File: config.mk
export PLATFORM = sky130hd
export DESIGN_NAME = pipe_ctrl
export DESIGN_NICKNAME = d
export VERILOG_FILES = /design/src/rtl/pipe_ctrl.sv
export SDC_FILE = /design/constraint.sdc
export NUM_CORES = 1
export LEC_CHECK = 0
export CORE_MARGIN = 2
export CORE_UTILIZATION = 45
export DETAILED_ROUTE_END_ITERATION = 10
export PLACE_DENSITY = 0.79
export SLEW_MARGIN = 20
export SYNTH_ARGS = -nofsm -noshare
export SYNTH_HDL_FRONTEND = slang
export SYNTH_SLANG_ARGS = --single-unit
File: constraint.sdc
create_clock -name clk -period 4.93 [get_ports clk]
set_input_delay 1.479 -clock clk [delete_from_list [all_inputs] [get_ports clk]]
set_output_delay 1.479 -clock clk [all_outputs]
set_load 0.01 [all_outputs]
File: src/rtl/pipe_ctrl.sv
// Pipeline hazard controller: prioritised stall vector, branch flush/redirect, hang watchdog, perf counters.
// Latency: stall/flush/new_pc are combinational; stall_timeout and counters are registered (one cycle).
// Backpressure: a stall request freezes the producer stage and everything older; a branch waits out EX/MEM stalls.
module pipe_ctrl #(
    parameter int TIMEOUT = 255,
    parameter int CNT_W   = 32
) (
    input  logic             clk,
    input  logic             rst,
    input  logic             stallreq_if,
    input  logic             stallreq_id,
    input  logic             stallreq_ex,
    input  logic             stallreq_mem,
    input  logic             branch_flag,
    input  logic [31:0]      branch_target,
    output logic [5:0]       stall,
    output logic             flush,
    output logic [31:0]      new_pc,
    output logic             stall_timeout,
    output logic [CNT_W-1:0] stall_cycles,
    output logic [CNT_W-1:0] flush_count
);

    typedef enum logic [1:0] {
        RUN     = 2'd0,
        STALLED = 2'd1,
        HUNG    = 2'd2
    } state_t;

    localparam logic [16:0] TIMEOUT_W = 17'(TIMEOUT);

    state_t      state;
    logic [15:0] stall_cnt;
    logic [16:0] cnt_inc;
    logic        stalled;
    logic        hit;

    // A resolved branch only wins once EX and MEM are free to accept the redirect.
    always_comb begin
        flush  = branch_flag & ~stallreq_ex & ~stallreq_mem;
        new_pc = flush ? branch_target : 32'h0;
        stall  = 6'b000000;
        if (flush)             stall = 6'b000000;
        else if (stallreq_mem) stall = 6'b011111;
        else if (stallreq_ex)  stall = 6'b001111;
        else if (stallreq_id)  stall = 6'b000111;
        else if (stallreq_if)  stall = 6'b000011;
    end

    assign stalled = |stall;
    assign cnt_inc = (stall_cnt == 16'hFFFF) ? {1'b0, stall_cnt} : {1'b0, stall_cnt} + 17'd1;
    assign hit     = cnt_inc >= TIMEOUT_W;

    always_ff @(posedge clk or negedge rst) begin
        if (!rst) begin
            state         <= RUN;
            stall_cnt     <= 16'h0;
            stall_cycles  <= '0;
            flush_count   <= '0;
            stall_timeout <= 1'b0;
        end else begin
            stall_cnt <= stalled ? cnt_inc[15:0] : 16'h0;
            if (stalled) stall_cycles <= stall_cycles + 1'b1;
            if (flush)   flush_count  <= flush_count + 1'b1;

            case (state)
                RUN: begin
                    if (stalled && hit) begin
                        state         <= HUNG;
                        stall_timeout <= 1'b1;
                    end else if (stalled) begin
                        state <= STALLED;
                    end
                end
                STALLED: begin
                    if (!stalled) begin
                        state <= RUN;
                    end else if (hit) begin
                        state         <= HUNG;
                        stall_timeout <= 1'b1;
                    end
                end
                HUNG: begin
                    state         <= HUNG;
                    stall_timeout <= 1'b1;
                end
                default: begin
                    state         <= RUN;
                    stall_timeout <= 1'b0;
                end
            endcase
        end
    end

endmodule
==> run_results.csv <==
group,metric,value,unit
synth,async_reset_ff_frac,1.000,
clock_network,cts_resized,0,
synth,synth_common_cells,"dfrtp_1 (83), xnor2_1 (47), nand2_1 (40)",
synth,ys_warn_count,0,
clock_network,postCtsSetupBuffers,0,
synth,yosys.area.top_type,"dfrtp_1",
hold_path,hp-class,"reg2reg",
sta,setup-violations-final,0,
detailed_routing,drt_wl_total,10030,um
sta,post-route-period-util,0.9329,
synth,yosysMostFrequentCell,"dfrtp_1",
clock_network,hold_buffers,0,
sta,hold_viol_final,0,
placed_design,port_buffers,141,
worst_setup_path,cp-startpoint,"branch_flag",
clock_network,cts_tree,"done",
global_routing,grtUsageTotal,0.2079,
global_routing,grt_pass1_wl,16730,um
sta,max_freq,0.2174,GHz
worst_setup_path,worstSetupPathType,"in2out",
sta,fin_setup_tns,0,ns
worst_setup_path,critPathCaptureType,"primary output",
clock_network,cts_buffers,9,
synth,synthesis.area,4215,um^2
clock_network,clkTransAtPathRegs,0.08,ns
worst_setup_path,cp.arrival,3.12,ns
worst_setup_path,required,3.45,ns
job,cap_violations,0,
sta,slew_headroom,0.4974,
floorplanning,coreArea,9153,um^2
detailed_routing,drc_errors,0,
worst_setup_path,r2r_setup_slack,2.71,ns
cells_and_area,fin_nets,601,
synth,ys_types,50,
pwr,vdd_ir_drop_max,0.1903,mV
pwr,total_power,1.739,mW
worst_setup_path,critPathMaxFanout,34,
cells_and_area,area_delta_synth_final,40.84,%
detailed_routing,routed-via-count,3606,
clock_network,max-clock-path-buffers,2,
sta,tightestPinTransition,0.7539,ns
cells_and_area,layout-drive-gt1-share,0.06383,
worst_setup_path,r2r_cells,7,
detailed_routing,wire_per_inst,14.85,um
synth,synth_ff_type,"dfrtp_1",
sta,finClkSkew,0.01214,ns
sta,slew_violations,0,
cells_and_area,antenna_cells,0,
cells_and_area,stdcell_area,5937,um^2
clock_network,clk-insertion-delay-late,0.36,ns
cells_and_area,fillCellCount,726,
clock_network,root_buffer,"clkbuf_8",
placed_design,routabilityCongestion,0.9896,
global_routing,grt_pass1_vias,3538,
sta,grt_setup_unrepaired,"false",
floorplanning,die_area,10160,um^2
synth,synthCells,418,
cells_and_area,regArea,2077,um^2
floorplanning,num_rows,35,
pwr,powerDensity,292.9,nW/um^2
detailed_routing,vias_per_cell,5.342,
synth,synth-seq-cells,83,
global_routing,grt_max_degree,84,
worst_setup_path,worstReg2RegStart,"stall_cnt[0]$_DFF_PN0_",
placed_design,post_dp_cell_area,5724,um^2
clock_network,cts.sinks,83,
synth,syn_avg_cell_area,10.08,um^2
global_routing,grt_overflow,0,
synth,synth_fp_nets,460,
synth,synth_edf_count,0,
hold_path,hold_depth,1,
status,status,"finished, final reports clean",
pwr,p_leak,2.474,nW
synth,synthDominantCellAreaShare,0.4927,
floorplanning,die-width,100.8,um
sta,finalCriticalPeriod,4.599,ns
placed_design,hpwl,7496,um
detailed_routing,drtAntennaViolNets,0,
floorplanning,io_pins,143,
detailed_routing,dr.pass1.iters,4,
hold_path,whs_endpoint,"stall_cycles[31]$_DFFE_PN0P_",
floorplanning,die_y,100.8,um
synth,synthTopCellsByArea,"dfrtp_1 (49%), xnor2_1 (9.8%), and2_1 (5.3%)",
worst_setup_path,worstSetupStartpointType,"input port",
cells_and_area,multi_input_comb_area,2039,um^2
clock_network,cts_max_level,3,
worst_setup_path,reg2reg_to,"state[0]$_DFFE_PN0P_",
hold_path,hp-start,"stall_cycles[31]$_DFFE_PN0P_",
synth,ys_seq_area_frac,0.4927,
global_routing,antenna_found_initial,0,
floorplanning,initial_core_util,0.4606,
detailed_routing,drt_iter0_drc,168,
==> per-stage QoR <==
step	hold WS (ns)	std cells	worst slack [ns]	util
global placement	0.4549	659	0.3241	0.6254
detailed placement	0.4578	659	0.3087	0.6254
global route	0.4968	675	0.1993	0.6487
CTS	0.4714	675	0.2987	0.6483
floorplan	0.5039	418	0.9052	-
finish	0.4734	675	0.3309	0.6487
==> worst max-delay path: stages <==
cell             delay [ns]
clkdlybuf4s50_1        0.49
nor3b_2                0.16
buf_4                  0.27
and2_1                 0.17
clkdlybuf4s50_1        0.55
==> routing by layer <==
| metal | up-vias | track usage | part of all wire |
|---|---|---|---|
| met5 | - | 0 | 0 |
| met4 | 0 | 0.06006 | 0.011 |
| met3 | 11 | 0.05617 | 0.067 |
| met2 | 136 | 0.3538 | 0.50 |
| met1 | 1731 | 0.2597 | 0.43 |
| li1 | 1728 | - | - |
==> placed cells by master (no fill, tap or decap), types with 3 or more instances in the layout <==
cell type and n:
nor3_1 9, ha_1 3, inv_1 10, xnor2_1 47, nor2_2 4, nand2_1 40, and3_1 15, clkdlybuf4s50_1 140
nand4_1 20, buf_4 3, a211oi_1 4, a21oi_1 8, and2_1 36, nand3_1 25, and4_1 6, clkbuf_8 10
dfrtp_1 83, o21ai_0 8, nor2_1 27, xor2_1 19, a31oi_1 5, or3_1 3
==> cell families (layout without fill, tap and decap cells) <==
| kind of cell | count (synthesis) | in the layout | synth area share |
|---|---|---|---|
| compound gates | 36 | 36 | 0.05581 |
| mux | 2 | 2 | 0.005046 |
| fa+ha+maj | 3 | 3 | 0.008906 |
| other cells | 1 | 1 | 0.0008896 |
| simple gates | 203 | 203 | 0.2749 |
| xor+xnor | 66 | 66 | 0.1371 |
| buf+inv | 24 | 170 | 0.02463 |
| flops | 83 | 83 | 0.4927 |
==> registers in the layout (all words and copies together), names as in the netlist <==
register and flops:
stall_cycles 32, stall_cnt 16, flush_count 32, state 2, stall_timeout 1
==> worst max-delay path by stage <==
stage                      end  depth (start not counted)
global placement    new_pc[22]                          5
detailed placement   new_pc[4]                          5
floorplan           new_pc[23]                          4
global route         new_pc[1]                          5
CTS                  new_pc[4]                          5
finish               new_pc[4]                          5
==> area by class of cell <==
type | instances | area share
Clock inverter | 6 | 0.01201
Timing Repair Buffer | 144 | 0.2417
Multi-Input combinational cell | 311 | 0.3435
Tap cell | 111 | 0.02339
Inverter | 10 | 0.006322
Sequential cell | 83 | 0.3498
Clock buffer | 10 | 0.02318
==> power by group <==
group / switching (mW) / internal [mW]
clock: 0.257 / 0.252
sequential: 0.105 / 0.748
combinational: 0.165 / 0.212
Note: power is estimated with default switching activity, not from simulation.
